==> src/rtl/serial_adder.sv <==
// Bit-serial N-bit adder: one full-adder cell is time-shared across the operand
// bits, LSB first, with the carry held in a flip-flop between bits.

module full_adder (
  input  logic a_i,
  input  logic b_i,
  input  logic c0_i,
  output logic s_o,
  output logic c_o
);
  logic p;

  assign p   = a_i ^ b_i;
  assign s_o = p ^ c0_i;
  assign c_o = (a_i & b_i) | (c0_i & p);
endmodule

module serial_adder #(
  parameter int N = 8
) (
  input  logic         clk,
  input  logic         rst_n,
  input  logic         start_i,
  input  logic [N-1:0] a_i,
  input  logic [N-1:0] b_i,
  input  logic         cin_i,
  output logic         busy_o,
  output logic         done_o,
  output logic [N-1:0] sum_o,
  output logic         cout_o
);
  // state | meaning
  // IDLE  | waiting for start; sum/cout hold last result
  // RUN   | one bit pair per edge through the shared full adder
  // DONE  | result published, done pulse for one cycle
  localparam logic [1:0] IDLE = 2'd0;
  localparam logic [1:0] RUN  = 2'd1;
  localparam logic [1:0] DONE = 2'd2;

  localparam int          CW   = $clog2(N + 1);
  localparam logic [CW-1:0] LAST = CW'(N - 1);

  logic [1:0]    state_q, state_d;
  logic [N-1:0]  sa_q, sa_d;
  logic [N-1:0]  sb_q, sb_d;
  logic [N-1:0]  pr_q, pr_d;
  logic          cr_q, cr_d;
  logic [CW-1:0] cnt_q, cnt_d;
  logic [N-1:0]  sum_q, sum_d;
  logic          cout_q, cout_d;

  logic fa_s, fa_c;

  full_adder u_fa (
    .a_i  (sa_q[0]),
    .b_i  (sb_q[0]),
    .c0_i (cr_q),
    .s_o  (fa_s),
    .c_o  (fa_c)
  );

  always_comb begin
    state_d = state_q;
    sa_d    = sa_q;
    sb_d    = sb_q;
    pr_d    = pr_q;
    cr_d    = cr_q;
    cnt_d   = cnt_q;
    sum_d   = sum_q;
    cout_d  = cout_q;
    case (state_q)
      IDLE: begin
        if (start_i) begin
          sa_d    = a_i;
          sb_d    = b_i;
          cr_d    = cin_i;
          cnt_d   = '0;
          pr_d    = '0;
          state_d = RUN;
        end
      end
      RUN: begin
        pr_d  = {fa_s, pr_q[N-1:1]};
        cr_d  = fa_c;
        sa_d  = sa_q >> 1;
        sb_d  = sb_q >> 1;
        cnt_d = cnt_q + CW'(1);
        // Last bit: publish the shifted value directly so sum includes this bit.
        if (cnt_q == LAST) begin
          sum_d   = {fa_s, pr_q[N-1:1]};
          cout_d  = fa_c;
          state_d = DONE;
        end
      end
      DONE:    state_d = IDLE;
      default: state_d = IDLE;
    endcase
  end

  always_ff @(posedge clk) begin
    if (!rst_n) begin
      state_q <= IDLE;
      sa_q    <= '0;
      sb_q    <= '0;
      pr_q    <= '0;
      cr_q    <= 1'b0;
      cnt_q   <= '0;
      sum_q   <= '0;
      cout_q  <= 1'b0;
    end else begin
      state_q <= state_d;
      sa_q    <= sa_d;
      sb_q    <= sb_d;
      pr_q    <= pr_d;
      cr_q    <= cr_d;
      cnt_q   <= cnt_d;
      sum_q   <= sum_d;
      cout_q  <= cout_d;
    end
  end

  assign busy_o = (state_q == RUN);
  assign done_o = (state_q == DONE);
  assign sum_o  = sum_q;
  assign cout_o = cout_q;
endmodule
==> config.mk <==
export PLATFORM = sky130hd
export DESIGN_NAME = serial_adder
export DESIGN_NICKNAME = d
export VERILOG_FILES = /design/src/rtl/serial_adder.sv
export SDC_FILE = /design/constraint.sdc
export NUM_CORES = 1
export LEC_CHECK = 0
export ABC_AREA = 1
export BUFFER_PORTS_ARGS = -buffer_cell sky130_fd_sc_hd__buf_2
export CELL_PAD_IN_SITES_DETAIL_PLACEMENT = 1
export CELL_PAD_IN_SITES_GLOBAL_PLACEMENT = 1
export CORE_UTILIZATION = 42
export DETAILED_ROUTE_END_ITERATION = 12
export PLACE_DENSITY = 0.82
export SLEW_MARGIN = 30
export SYNTH_ARGS = -nofsm -noshare
export SYNTH_HDL_FRONTEND = slang
export SYNTH_HIERARCHICAL = 1
export SYNTH_SLANG_ARGS = --single-unit
==> constraint.sdc <==
create_clock -name clk -period 1.9 [get_ports clk]
set_clock_uncertainty 0.1 [all_clocks]
set_input_delay 0.19 -clock clk [delete_from_list [all_inputs] [get_ports clk]]
set_output_delay 0.19 -clock clk [all_outputs]
set_load 0.1 [all_outputs]
# Word-level counts from Yosys, hierarchy flattened
# Index checks and enable logic that the tools add are counted.
dict set report classes {
  n_addsub 1
  eq_ne 5
  mux 13
  n_bitwise 5
  n_reduce_logical 5
}
# op n
set op_table {}
lappend op_table {{$pmux W8 S2} 3}
lappend op_table {{$mux W8} 3}
lappend op_table {{$pmux W4 S2} 1}
lappend op_table {{$reduce_and A2 Y1} 3}
lappend op_table {{$add A4 B1 Y4 const B} 1}
lappend op_table {{$eq A4 B3 Y1 const B} 1}
lappend op_table {{$mux W2} 2}
lappend op_table {{$mux W4} 1}
lappend op_table {{$pmux W2 S2} 1}
lappend op_table {{$and A1 B1 Y1} 2}
lappend op_table {{$eq A2 B1 Y1 const B} 1}
lappend op_table {{$eq A2 B2 Y1 const B} 1}
lappend op_table {{$logic_not A2 Y1} 1}
lappend op_table {{$ne A2 B1 Y1 const B} 1}
lappend op_table {{$ne A2 B2 Y1 const B} 1}
lappend op_table {{$pmux W1 S2} 1}
lappend op_table {{$reduce_bool A2 Y1} 1}
lappend op_table {{$xor A1 B1 Y1} 2}
lappend op_table {{$mux W1} 1}
lappend op_table {{$or A1 B1 Y1} 1}
dict set report word_totals {
  register_bits 40
  out_inout_bits 11
  word_cells 37
}

# Logic depth before layout (Yosys ltp)
# Gate-level depths: netlist (run 1).
dict set report logic_depth {
  depth_word 4
  depth_mapped 8
  depth_no_buf 7
}

# By module
# The synthesis (run 1) kept the hierarchy.
# module instances cells_per_inst area_per_inst_um2
set by_module_without_submodules {}
lappend by_module_without_submodules {serial_adder 1 239 1700.4}
lappend by_module_without_submodules {full_adder 1 1 20.0}

# Worst setup path before layout (run 1)
# No wires, ideal clock.
dict set report synth_path {
  path_kind {register to output}
  from {register state_q[1]}
  to {output done_o}
  arrival_time_ps 1719
  t_required_ps 1610
  setup_slack_ps -109
  stages_incl_launch_ff 3
  n_path_buf 0
  cell_sequence {dfxtp_1 > inv_1 > nor2_1}
}
dict set report synth_via {
  elab_chain_cells 1
}
# item line_no
set synth_lines {}
lappend synth_lines {{from (decl)} 43} ;# logic [1:0] state_q, state_d;
lappend synth_lines {{from (signal assigned)} 111} ;# state_q <= state_d;
lappend synth_lines {{$eq A2 B2 Y1} 123} ;# assign done_o = (state_q == DONE);
lappend synth_lines {{to (decl)} 28} ;# output logic done_o,
# Every way passes these cells.

# Final worst setup path (run 1)
# Ends and elaborated chain as after synthesis.

==> results of run 1 <==
==> area by class of cell <==
cell class	instances	share of cell area, %
repair buffers	37	10.79
well taps	48	2.976
multi-input cells	167	38.69
clock buffers	8	4.960
inverters	21	3.906
flip-flops and latches	39	38.69
==> placed cells by master (no fill, tap or decap), drive strengths merged, types with 2 or more instances in the layout <==
master and instances:
dfxtp 39, o21ai 2, nand3 53, a21oi 14, inv 21, buf 37
nor2 26, nand2 70, clkbuf 8
==> worst paths after layout <==
| kind | startpoint | end | slack (ns) | cells after the start |
|---|---|---|---|---|
| min | a_i[7] | sa_q[7] | 0.05 | 3 |
| min reg2reg | sum_o[6] | sum_o[6] | 0.37 | 2 |
| max | state_q[1] | done_o | 0.24 | 3 |
| max reg2reg | cnt_q[0] | sum_o[4] | 0.31 | 7 |
==> registers in the layout, summed over array words and instances, names as in the netlist <==
name / flops
cout_o: 1
sb_q: 8
cnt_q: 4
sa_q: 8
sum_o: 8
cr_q: 1
pr_q: 7
state_q: 2
==> power by group <==
part | internal (mW) | switching, mW | total (mW)
registers | 0.844 | 0.0194 | 0.863
clock network | 0.331 | 0.271 | 0.602
logic | 0.0674 | 0.119 | 0.186
==> metal layers <==
metal | global-route usage [%] | wire length (um) | up-vias
met5 | 0 | 0 | -
li1 | - | - | 824
met1 | 29.37 | 2088 | 771
met2 | 36.86 | 2034 | 31
met4 | 9.043 | 63 | 0
met3 | 5.000 | 132 | 7
==> critical path: cells and delay by family (launching register included) <==
family                 cells  cell delay (ns)
buffers and inverters      2             0.55
flip-flops                 1             0.41
AND/OR/NAND/NOR            1             0.13
==> cell families after synthesis <==
kind of cell	count (synthesis)
buffers and inverters	34
AND/OR/NAND/NOR	149
flip-flops	39
adder cells (fa/ha/maj)	2
AO/OA/AOI/OAI	16
==> metrics by stage <==
stage	utilization, %	std cells
2_1_floorplan	-	240
4_1_cts	53.13	320
5_1_grt	53.13	320
3_5_place_dp	50.49	312
6_report	53.13	320
3_3_place_gp	50.49	312
==> impl_metrics.tcl, run 1 <==
set metrics [dict create \
    grt_setup_unrepaired "false" \
    dp_slack_ns 0.3291 \
    synthArstFlopShare_pct 0 \
    grt_pass1_wl_mm 7.438 \
    cts_buffers 5 \
    cp_max_fo 3 \
    seq_area_um2 780.7 \
    clkSlewWorstSetupHoldPaths_ns 0.07 \
    fin_nets 293 \
    synth_warnings 6 \
    tns_ns 0 \
    clock-root-buffer "clkbuf_8" \
    syn-mean-instance-area_um2 7.168 \
    drc 0 \
    dieArea_mm2 0.004356 \
    power.leakage_nw 0.9855 \
    synth_xor_area_share_pct 0 \
    firstDrtPassIters 4 \
    synthTopCellsByArea "dfxtp_1 (45%), nand3_1 (15%), nand2_1 (15%)" \
    ys_seq_area_share_pct 45.38 \
    slowest_stage "buf_2" \
    pwr_density_cell_mw_per_mm2 818.6 \
    syn_inst 240 \
    max_slew_margin_pct 67.90 \
    synthSimpleGateAreaFrac_pct 38.47 \
    fin_crit_ns 1.664 \
    start_util_pct 45.29 \
    grt_use_total_pct 22.83 \
    layout-drive-gt1-share_pct 19.85 \
    cap_violations 0 \
    grt-ovfl-total 0 \
    first_global_vias 1601 \
    antenna_found_initial 0 \
    placed_area_mm2 0.001918 \
    rows 22 \
    worst_slew_pin_slew_ns 0.4848 \
    path_cells "inv_1 -> nor2_2 -> buf_2" \
    core_area_mm2 0.003799 \
    end_kind "output port" \
    ant_nets 0 \
    cts_tree "done" \
    finalInstanceArea_mm2 0.002018 \
    whs_ns 0.05203 \
    status "complete, no violations" \
    die_h_um 66 \
    viasPerCell 5.103 \
    synthMuxAreaShare_pct 0 \
    cp-start-kind "flop" \
    synth_compound_area_share_pct 4.873 \
    crit_type "reg2out" \
    setup_viol 0 \
    ioPinCount 31 \
    synthFlopType "dfxtp_1" \
    slew_violations 0 \
    io_buffer_count 30 \
    netlist.area_leader.share_pct 45.38 \
    synth_area_mm2 0.001720 \
    cp.arrival_ns 1.37 \
    cts_hold_buffers 0 \
    post_cts_buffers 0 \
    ys_seq_elements 39 \
    synth_cell_types 22 \
    synthAdderAreaFrac_pct 1.891 \
    n_antenna_cell 0 \
    setup_slack_ns 0.2358 \
    synth_top_family_by_area "simple AND/OR/NAND/NOR gates" \
    wl_per_cell_um 13.50 \
    ctsLongestPathBuffers 2 \
    synth_largest_area_cell "dfxtp_1" \
    synth-edff-count 0 \
    die_x_um 66 \
    num-fill-cells 523 \
    h-tree-depth 2 \
    ctsResizeCount 0 \
    slowest_delay_ns 0.44 \
    hold_violations 0 \
    fmax_mhz 600.9 \
    drtIter0Drc 95 \
    synth_most_common_cell "nand2_1" \
    worstPathRequired_ns 1.61 \
    synthesis.nets 262 \
    multiInputGateArea_um2 780.7 \
    drt-total-wl_mm 4.319 \
    grt_max_degree 22 \
    numClockSinks 39 \
    fin_crit_sh_pct 87.59 \
    max-vdd-ir-drop_v 0.0004859 \
    synthTopCellsByCount "nand2_1 (69), nand3_1 (52), dfxtp_1 (39), nor2_1 (22), inv_1 (19)" \
    vias 1633 \
    hp-class "in2reg" \
    syn_to_final_growth_pct 17.31 \
    clk_latency_ns 0.29 \
    hpwl_mm 3.044 \
    place_congestion 0.7468 \
    power_mw 1.652 \
]
No activity file was read; power rests on OpenSTA's default activity.
==> run 2: changes to the inputs <==
CORE_ASPECT_RATIO = 1.25   (was unset)
==> run 2 against run 1 <==
- register-to-register slack better by 0.04 ns
- sequential cell count stayed put
- highest routed layer unchanged
- maximum frequency is 2.3% higher
- largest power group unchanged
- critical path depth stayed put
==> impl_metrics.tcl, run 2 (synthesis gave the netlist of run 1 again) <==
set metrics [dict create \
    ctsResizeCount 0 \
    slowest_stage "dfxtp_1" \
    grt_setup_unrepaired "false" \
    r2r_cells 7 \
    cts_hold_buffers 0 \
    ant_nets 0 \
    ctsLongestPathBuffers 2 \
    worstPathRequired_ns 1.61 \
    p_sw_mw 0.4534 \
    hpwl_mm 3.048 \
    grt-ovfl-total 0 \
    die_x_um 59.25 \
    cp.arrival_ns 1.34 \
    slew_violations 0 \
    antenna_found_initial 0 \
    drtIter0Drc 36 \
    viasPerCell 4.969 \
    p_int_mw 1.436 \
    clk_latency_ns 0.29 \
    layout_commonest_cell "nand2_1" \
    met1_length_mm 1.888 \
    p_seq_share_pct 45.6 \
    placed_area_mm2 0.001933 \
    h-tree-depth 2 \
    rows 25 \
    p_comb_share_pct 10.0 \
    drt-total-wl_mm 4.427 \
    start_util_pct 44.72 \
    wl_per_cell_um 13.54 \
    place_congestion 0.7302 \
    power.leakage_nw 1.003 \
    finalInstanceArea_mm2 0.002069 \
    post_cts_buffers 0 \
    fmax_mhz 614.4 \
    tns_ns 0 \
    ioPinCount 31 \
    max_slew_margin_pct 67.32 \
    dieArea_mm2 0.004358 \
    firstDrtPassIters 4 \
    fin_nets 294 \
    cts_tree "done" \
    grt_use_total_pct 22.23 \
    die_h_um 73.56 \
    grt_max_degree 22 \
    crit_type "reg2out" \
    hold_violations 0 \
    layout_common_cells "nand2_1 (69), nand3_1 (52), dfxtp_1 (39)" \
    slowest_delay_ns 0.42 \
    cp_max_fo 3 \
    clock-root-buffer "clkbuf_8" \
    path_cells "inv_1 -> nor2_2 -> buf_2" \
    pwr_density_cell_mw_per_mm2 913.0 \
    cp-start-kind "flop" \
    fin_crit_ns 1.628 \
    top_layer_used "met4" \
    max-vdd-ir-drop_v 0.0003961 \
    swShare_pct 24.00 \
    layout-drive-gt1-share_pct 20.51 \
    numClockSinks 39 \
    cap_violations 0 \
    io_buffer_count 30 \
    core_area_mm2 0.003847 \
    drc 0 \
    finish.utilization_pct 53.79 \
    status "complete, no violations" \
    fin_crit_sh_pct 85.66 \
    grt_pass1_wl_mm 7.196 \
    cts_buffers 5 \
    hold_depth 3 \
    n_antenna_cell 0 \
    setup_viol 0 \
    vias 1625 \
    met3_length_um 127 \
    first_global_vias 1637 \
    worst_slew_pin_slew_ns 0.4936 \
    syn_to_final_growth_pct 20.29 \
    wl_met2_mm 2.336 \
    clkSlewWorstSetupHoldPaths_ns 0.08 \
    end_kind "output port" \
    clockPowerShare_pct 44.4 \
    hp-class "in2reg" \
]
-- run 2: area by class of cell --
cell class | count | area (um2)
Inverter | 21 | 78.83
Tap cell | 54 | 67.56
Timing Repair Buffer | 38 | 225.2
Fill cell | 533 | 1778
Sequential cell | 39 | 780.7
Clock inverter | 3 | 67.56
Clock buffer | 5 | 68.82
Multi-Input combinational cell | 167 | 780.7
-- run 2: through the flow --
stage	hold WS, ns	cells	setup WS (ns)	total power, mW
2_1_floorplan	0.2284	240	0.3492	1.008
3_3_place_gp	0.3432	319	0.4053	1.065
3_5_place_dp	0.3541	319	0.3413	1.070
4_1_cts	0.04144	327	0.2608	1.904
5_1_grt	0.06315	327	0.2233	1.955
6_report	0.04428	327	0.2725	1.889
-- run 2: worst max-delay path, delay by kind of cell, from the launching register on --
family	cells	cell delay, ns
buf+inv	2	0.53
flops	1	0.42
simple gates	1	0.09
-- run 2: power groups by stage --
stage / registers, mW / logic, mW / clock network (mW)
floorplan: 0.876 / 0.131 / 0
global placement: 0.880 / 0.185 / 0
detailed placement: 0.881 / 0.189 / 0
CTS: 0.862 / 0.191 / 0.851
global route: 0.865 / 0.211 / 0.878
finish: 0.862 / 0.189 / 0.838
-- run 2: routing by layer --
layer	vias up	track usage (%)
met5	-	0
met2	27	41.45
li1	821	-
met3	7	5.458
met1	770	23.72
met4	0	7.672
-- run 2: final timing paths --
kind         startpoint       end  slack (ns)
max          state_q[1]    done_o        0.27
min              a_i[7]   sa_q[7]        0.04
max reg2reg    cnt_q[0]  sum_o[2]        0.35
min reg2reg    sum_o[1]  sum_o[1]        0.37
